$ cat config.mk
export PLATFORM = sky130hd
export DESIGN_NAME = cc_frame_receive
export DESIGN_NICKNAME = d
export VERILOG_FILES = /design/src/rtl/cc_frame_receive.sv
export SDC_FILE = /design/constraint.sdc
export NUM_CORES = 1
export LEC_CHECK = 0
export BUFFER_PORTS_ARGS = -buffer_cell sky130_fd_sc_hd__buf_2
export CAP_MARGIN = 20
export CORE_MARGIN = 2
export CORE_UTILIZATION = 60
export DETAILED_ROUTE_END_ITERATION = 16
export MAX_ROUTING_LAYER = met4
export PLACE_DENSITY = 0.81
export SLEW_MARGIN = 20
export SYNTH_ARGS = -nofsm -noshare
export SYNTH_HDL_FRONTEND = slang
export SYNTH_SLANG_ARGS = --single-unit
$ cat constraint.sdc
create_clock -name clock -period 5.1 [get_ports clock]
set_clock_uncertainty 0.05 [all_clocks]
set_input_delay 1.02 -clock clock [delete_from_list [all_inputs] [get_ports clock]]
set_output_delay 1.02 -clock clock [all_outputs]
set_load 0.02 [all_outputs]
$ cat src/rtl/cc_frame_receive.sv
// cc_frame_receive: CC packet stream receiver.
// Recovers 8N1 UART bytes from rx, hunts for the 0x55 0xAA sync pair, packs
// little-endian payload bytes into 32-bit words for an external word RAM and
// flags frame completion (frame_rdy) or abort (frame_err).
// Optional feature macro: CC_RX_CHECKSUM_EN adds a trailing XOR checksum byte
// and the CHECK state; without it the frame completes after the last word.
`timescale 1ns/1ps
module cc_frame_receive #(
  parameter int CLKS_PER_BIT = 434,
  parameter int WORDS        = 512,
  parameter int TIMEOUT      = 65535
) (
  input  logic        clock,
  input  logic        reset,
  input  logic        rx,
  output logic        wr_en,
  output logic [9:0]  wr_addr,
  output logic [31:0] wr_data,
  output logic        frame_rdy,
  output logic [3:0]  frame_cnt,
  output logic        frame_err,
  output logic        busy
);

  localparam int BIT_W  = $clog2(CLKS_PER_BIT);
  localparam int IDLE_W = $clog2(TIMEOUT + 1);

  localparam logic [BIT_W-1:0]  HALF_LAST = BIT_W'(CLKS_PER_BIT / 2 - 1);
  localparam logic [BIT_W-1:0]  BIT_LAST  = BIT_W'(CLKS_PER_BIT - 1);
  localparam logic [9:0]        LAST_ADDR = 10'(WORDS - 1);
  // The counter holds clocks elapsed since the last byte; the abort is taken
  // on the cycle it would reach TIMEOUT so frame_err lands TIMEOUT clocks
  // after that byte.
  localparam logic [IDLE_W-1:0] IDLE_LAST = IDLE_W'(TIMEOUT - 1);

  localparam logic [7:0] SYNC1 = 8'h55;
  localparam logic [7:0] SYNC2 = 8'hAA;

  // ---------------------------------------------------------------------
  // Input synchronizer
  // ---------------------------------------------------------------------
  logic rx_meta;
  logic rx_sync;
  logic rx_prev;
  logic rx_fall;

  // Two-flop synchronizer plus one delayed copy for falling-edge detection
  always_ff @(posedge clock or posedge reset) begin
    if (reset) begin
      rx_meta <= 1'b1;
      rx_sync <= 1'b1;
      rx_prev <= 1'b1;
    end else begin
      rx_meta <= rx;
      rx_sync <= rx_meta;
      rx_prev <= rx_sync;
    end
  end

  assign rx_fall = rx_prev & ~rx_sync;

  // ---------------------------------------------------------------------
  // Byte receiver
  // ---------------------------------------------------------------------
  typedef enum logic [1:0] {
    RX_IDLE,
    RX_START,
    RX_DATA,
    RX_STOP
  } rx_state_t;

  rx_state_t        rx_state;
  rx_state_t        rx_next;
  logic [BIT_W-1:0] bit_cnt;
  logic [2:0]       bit_idx;
  logic             bit_tick;
  logic [7:0]       rx_shift;
  logic             byte_ok;
  logic             byte_bad;

  // A tick marks the cycle on which the current bit is sampled
  always_comb begin
    bit_tick = 1'b0;
    case (rx_state)
      RX_START: bit_tick = (bit_cnt == HALF_LAST);
      RX_DATA:  bit_tick = (bit_cnt == BIT_LAST);
      RX_STOP:  bit_tick = (bit_cnt == BIT_LAST);
      default:  bit_tick = 1'b0;
    endcase
  end

  // Byte receiver state register
  always_ff @(posedge clock or posedge reset) begin
    if (reset) rx_state <= RX_IDLE;
    else       rx_state <= rx_next;
  end

  // Byte receiver next state: a high start-bit re-sample is a glitch
  always_comb begin
    rx_next = rx_state;
    case (rx_state)
      RX_IDLE:  if (rx_fall) rx_next = RX_START;
      RX_START: if (bit_tick) rx_next = rx_sync ? RX_IDLE : RX_DATA;
      RX_DATA:  if (bit_tick && (bit_idx == 3'd7)) rx_next = RX_STOP;
      RX_STOP:  if (bit_tick) rx_next = RX_IDLE;
      default:  rx_next = RX_IDLE;
    endcase
  end

  // Bit timing counters and the one-cycle byte_ok / byte_bad pulses
  always_ff @(posedge clock or posedge reset) begin
    if (reset) begin
      bit_cnt  <= '0;
      bit_idx  <= '0;
      byte_ok  <= 1'b0;
      byte_bad <= 1'b0;
    end else begin
      if ((rx_state == RX_IDLE) || bit_tick) bit_cnt <= '0;
      else                                   bit_cnt <= bit_cnt + 1'b1;

      if (rx_state == RX_START)            bit_idx <= '0;
      else if ((rx_state == RX_DATA) && bit_tick) bit_idx <= bit_idx + 1'b1;

      byte_ok  <= (rx_state == RX_STOP) && bit_tick &&  rx_sync;
      byte_bad <= (rx_state == RX_STOP) && bit_tick && !rx_sync;
    end
  end

  // Data bits arrive LSB first; the byte stays stable until the next data phase
  always_ff @(posedge clock) begin
    if ((rx_state == RX_DATA) && bit_tick) rx_shift <= {rx_sync, rx_shift[7:1]};
  end

  // ---------------------------------------------------------------------
  // Frame FSM
  // ---------------------------------------------------------------------
`ifdef CC_RX_CHECKSUM_EN
  typedef enum logic [2:0] {
    HUNT_S1,
    HUNT_S2,
    PAYLOAD,
    CHECK,
    DONE,
    ERR
  } frame_state_t;
`else
  typedef enum logic [2:0] {
    HUNT_S1,
    HUNT_S2,
    PAYLOAD,
    DONE,
    ERR
  } frame_state_t;
`endif

  frame_state_t      state;
  frame_state_t      state_next;
  logic [1:0]        byte_idx;
  logic [23:0]       word_sr;
  logic [IDLE_W-1:0] idle_cnt;
  logic              timeout;
  logic              enter_payload;
  logic              last_write;

`ifdef CC_RX_CHECKSUM_EN
  logic [7:0] xor_acc;
`endif

  // A byte arriving in the same cycle as the timeout keeps the frame alive
  assign timeout       = !byte_ok && (idle_cnt == IDLE_LAST);
  assign enter_payload = (state == HUNT_S2) && byte_ok && (rx_shift == SYNC2);
  assign last_write    = wr_en && (wr_addr == LAST_ADDR);

  // Frame state register
  always_ff @(posedge clock or posedge reset) begin
    if (reset) state <= HUNT_S1;
    else       state <= state_next;
  end

  // Frame next state: sync hunt, payload, optional checksum, completion
  always_comb begin
    state_next = state;
    case (state)
      HUNT_S1: begin
        if (byte_ok && (rx_shift == SYNC1)) state_next = HUNT_S2;
      end
      HUNT_S2: begin
        if (byte_ok) begin
          if (rx_shift == SYNC2)      state_next = PAYLOAD;
          else if (rx_shift != SYNC1) state_next = HUNT_S1;
        end
      end
      PAYLOAD: begin
        if (byte_bad)        state_next = ERR;
`ifdef CC_RX_CHECKSUM_EN
        else if (last_write) state_next = CHECK;
`else
        else if (last_write) state_next = DONE;
`endif
        else if (timeout)    state_next = ERR;
      end
`ifdef CC_RX_CHECKSUM_EN
      CHECK: begin
        if (byte_ok)                 state_next = (rx_shift == xor_acc) ? DONE : ERR;
        else if (byte_bad || timeout) state_next = ERR;
      end
`endif
      DONE:    state_next = HUNT_S1;
      ERR:     state_next = HUNT_S1;
      default: state_next = HUNT_S1;
    endcase
  end

  // Frame status outputs decoded from the state
  always_comb begin
    frame_rdy = (state == DONE);
    frame_err = (state == ERR);
`ifdef CC_RX_CHECKSUM_EN
    busy      = (state == PAYLOAD) || (state == CHECK);
`else
    busy      = (state == PAYLOAD);
`endif
  end

  // Word write port, byte-in-word counter and inter-byte idle counter
  always_ff @(posedge clock or posedge reset) begin
    if (reset) begin
      wr_en    <= 1'b0;
      wr_addr  <= '0;
      wr_data  <= '0;
      byte_idx <= '0;
      idle_cnt <= '0;
    end else begin
      wr_en <= 1'b0;
      if (enter_payload) begin
        wr_addr  <= '0;
        byte_idx <= '0;
        idle_cnt <= '0;
      end else if (busy) begin
        if (byte_ok) idle_cnt <= IDLE_W'(1);
        else         idle_cnt <= idle_cnt + 1'b1;

        if (wr_en) wr_addr <= wr_addr + 1'b1;

        if ((state == PAYLOAD) && byte_ok) begin
          byte_idx <= byte_idx + 1'b1;
          if (byte_idx == 2'd3) begin
            wr_en   <= 1'b1;
            wr_data <= {rx_shift, word_sr};
          end
        end
      end
    end
  end

  // Little-endian assembly: earlier bytes slide toward the low end of the word
  always_ff @(posedge clock) begin
    if ((state == PAYLOAD) && byte_ok) word_sr <= {rx_shift, word_sr[23:8]};
  end

`ifdef CC_RX_CHECKSUM_EN
  // Running XOR of every payload byte, compared against the trailer byte
  always_ff @(posedge clock) begin
    if (enter_payload)                      xor_acc <= 8'h00;
    else if ((state == PAYLOAD) && byte_ok) xor_acc <= xor_acc ^ rx_shift;
  end
`endif

  // Accepted-frame counter, wraps 15 -> 0
  always_ff @(posedge clock or posedge reset) begin
    if (reset)              frame_cnt <= '0;
    else if (state == DONE) frame_cnt <= frame_cnt + 1'b1;
  end

endmodule

==> reports/metrics.yaml <==
pwr:
  max-vdd-ir-drop_uv: 261
  comb_power_share_pct: 3.5
  switching_power_uw: 550
  swShare_pct: 24.4
  power_frac_seq_pct: 46.4
  intPower_uw: 1710
  powerDensity_mw_per_mm2: 375
  power.leakage_uw: 0.00283
  clock_power_share_pct: 50.0
detailed_routing:
  postRouteAntennaNets: 0
  postRouteWirelength_um: 9320
  vias_per_cell: 5.82
  avgRoutedWirePerCell_um: 16.3
  vias: 3332
  drt_iter0_drc: 198
  first_pass_iters: 4
  drc: 0
cts:
  clockRootBuffer: "clkbuf_8"
  htreeDepth: 4
  clock_latency_ns: 0.51
  cts_sinks: 119
  clk_pin_slew_worst_paths_ns: 0.06
  cts_inserted_buffers: 17
  hold_buffers: 0
  postCtsSetupRepairBufs: 0
  cts_resized: 0
  cts_buffer_depth: 2
  cts_tree: "built"
setup_path:
  critPathArrivalTime_ns: 2.59
  crit_family: "buffers and inverters"
  max_stage_delay_ns: 0.78
  critPathRequiredTime_ns: 4.03
  cp_max_fo: 23
  crit_slowest_cell: "or3b_1"
  startpoint_type: "flip-flop"
  crit_cells: 3
  worstSetupPathType: "reg2out"
  crit_buf_inv: 2
  endpoint: "busy"
  worst-r2r-setup-slack_ns: 2.05
  endpoint_kind: "primary output"
  crit_start: "state[1]$_DFFE_PP0P_"
  r2r_cells: 4
  path_cells: "or3b_1 -> clkinv_1 -> buf_2"
  reg2reg_to: "wr_data[18]$_DFFE_PP0P_"
  r2r-start: "state[1]$_DFFE_PP0P_"
timing:
  hold_viol: 0
  min_period_over_period_pct: 71.7
  period_needed_ns: 3.66
  tightest_slew_ns: 0.858
  fmax_mhz: 273
  slew_headroom_pct: 42.8
  fin_setup_tns_ns: 0
  slew_viol_final: 0
  setup_viol: 0
  rsz0062_at_grt: "no"
logic_synthesis:
  synthesis.nets: 410
  netlist_instances: 399
  syn_area_mm2: 0.00516
  synth_top_cell_area_share_pct: 40.8
  synth_common_cells: "dfrtp_1 (84), nor2_1 (36), edfxtp_1 (32), mux2_2 (30), nand3_1 (21)"
  synth-seq-cells: 119
  seq_area_frac_synth_pct: 60.9
  synthFlopType: "dfrtp_1"
  synthArstFlopShare_pct: 73.1
  synth-edff-count: 32
  synth.most_common_cell: "dfrtp_1"
  ys_types: 60
  synth_top_cell_by_area: "dfrtp_1"
  syn_avg_cell_area_um2: 12.9
  synth_top_cells_by_area: "dfrtp_1 (41%), edfxtp_1 (19%), mux2_2 (6.6%), nor2_1 (2.6%), xor2_1 (2.5%)"
  yosysWarnings: 0
placement:
  place_area_mm2: 0.00545
  placement.io_buffers: 52
  dpl.hpwl_um: 6010
  routabilityCongestion: 0.826
layout:
  antenna_cells: 0
  fin_area_mm2: 0.00603
  num-fill-cells: 548
  fin_nets: 466
  area_growth_pct: 16.9
  final_layout_size_suffix_gt1_share_pct: 28.8
status:
  status: "finished clean"
floorplanning:
  die_h_um: 96.7
  die_area_mm2: 0.00935
  initial_core_util_pct: 62.4
  placementRows: 33
  die-width_um: 96.7
  core-area_mm2: 0.00826
  io_pins: 53
hold_path:
  hold_path_class: "reg2reg"
global_route:
  antenna_found_initial: 0
  track_usage_pct: 22.0
  grt_pass1_wl_um: 16000
  grt_overflow: 0
  grt_max_degree: 59
  grt_pass1_vias: 3308
flow_run:
  max-cap-violations: 0
## flip-flops by register name, summed over array words and instances (netlist names), 2 cells and up, named ones only
name       cells
bit_cnt        9
bit_idx        3
byte_idx       2
frame_cnt      4
idle_cnt      16
rx_shift       8
state          3
word_sr       24
wr_addr       10
wr_data       32
## layer usage
metal / vias up / wire, um / global-route usage [%]
met1: 1651 / 4310 / 29.7
li1: 1576 / - / -
met4: 0 / 119 / 9.75
met3: 11 / 380 / 5.20
met5: - / 0 / -
met2: 94 / 4510 / 32.1
## power by group through the flow
stage	sequential (uW)	clock [uW]	combinational [uW]
floorplan	1050	0	74.4
global placement	1060	0	76.3
detailed placement	1060	0	81.4
CTS	1050	1150	81.5
global route	1050	1200	94.1
finish	1050	1130	79.7
## layout by cell type (no fill, tap or decap), types with 3 or more instances in the layout
| cell | n |
|---|---|
| a21oi_1 | 5 |
| a22o_1 | 4 |
| and3_1 | 3 |
| and4_1 | 5 |
| and4bb_2 | 4 |
| buf_2 | 52 |
| clkbuf_16 | 16 |
| dfrtp_1 | 84 |
| dfstp_2 | 3 |
| edfxtp_1 | 32 |
| ha_1 | 8 |
| inv_1 | 10 |
| inv_6 | 8 |
| mux2_2 | 30 |
| mux2_4 | 3 |
| mux2i_1 | 5 |
| nand2_1 | 18 |
| nand3_1 | 21 |
| nand4_1 | 13 |
| nor2_1 | 35 |
| nor3_1 | 8 |
| nor3b_1 | 4 |
| nor4_1 | 7 |
| o21ai_0 | 9 |
| xnor2_1 | 10 |
| xor2_1 | 15 |
## area by class of cell
| cell class | instances | area [um2] | area share [%] |
|---|---|---|---|
| Clock buffer | 17 | 414 | 6.87 |
| Clock inverter | 15 | 155 | 2.57 |
| Inverter | 12 | 47.5 | 0.789 |
| Multi-Input combinational cell | 252 | 1870 | 31.0 |
| Sequential cell | 119 | 3140 | 52.1 |
| Tap cell | 105 | 131 | 2.18 |
| Timing Repair Buffer | 53 | 268 | 4.44 |
## worst min path at each step
stage                            from                end  slack (ns)  depth (start not counted)
CTS                 rx_meta$_DFF_PP1_  rx_sync$_DFF_PP1_        0.31                          0
floorplan           rx_meta$_DFF_PP1_  rx_sync$_DFF_PP1_        0.30                          0
finish              rx_meta$_DFF_PP1_  rx_sync$_DFF_PP1_        0.31                          0
detailed placement  rx_meta$_DFF_PP1_  rx_sync$_DFF_PP1_        0.30                          0
global route        rx_meta$_DFF_PP1_  rx_sync$_DFF_PP1_        0.31                          0
global placement    rx_meta$_DFF_PP1_  rx_sync$_DFF_PP1_        0.30                          0
## worst register-to-register path, cell delays in order, from the launching register on
cell	delay [ns]
dfrtp_1	0.52
or3b_1	0.75
nor2_4	0.76
nand2_4	0.44
mux2_4	0.42
## stage by stage
step	cells	setup WS (ns)	util (%)	hold WS (ns)	total power (uW)
after global routing	573	1.28	73.0	0.308	2350
after detailed placement	541	2.01	66.0	0.299	1150
after global placement	541	2.08	66.0	0.296	1140
after CTS	573	1.46	72.9	0.308	2280
final	573	1.44	73.0	0.306	2260
after floorplan	399	1.78	-	0.295	1120
## logic make-up after synthesis
logic type                 after synthesis  synth area share [%]
DFF                                    119                  60.9
and+or+nand+nor                        140                  15.8
muxes                                   38                  8.40
AOI/OAI and AO/OA                       41                  5.80
adders and majority gates                8                  1.94
buffers and inverters                   28                  2.86
xor gates and xnor gates                25                  4.25
Note: power is estimated with default switching activity, not from simulation.
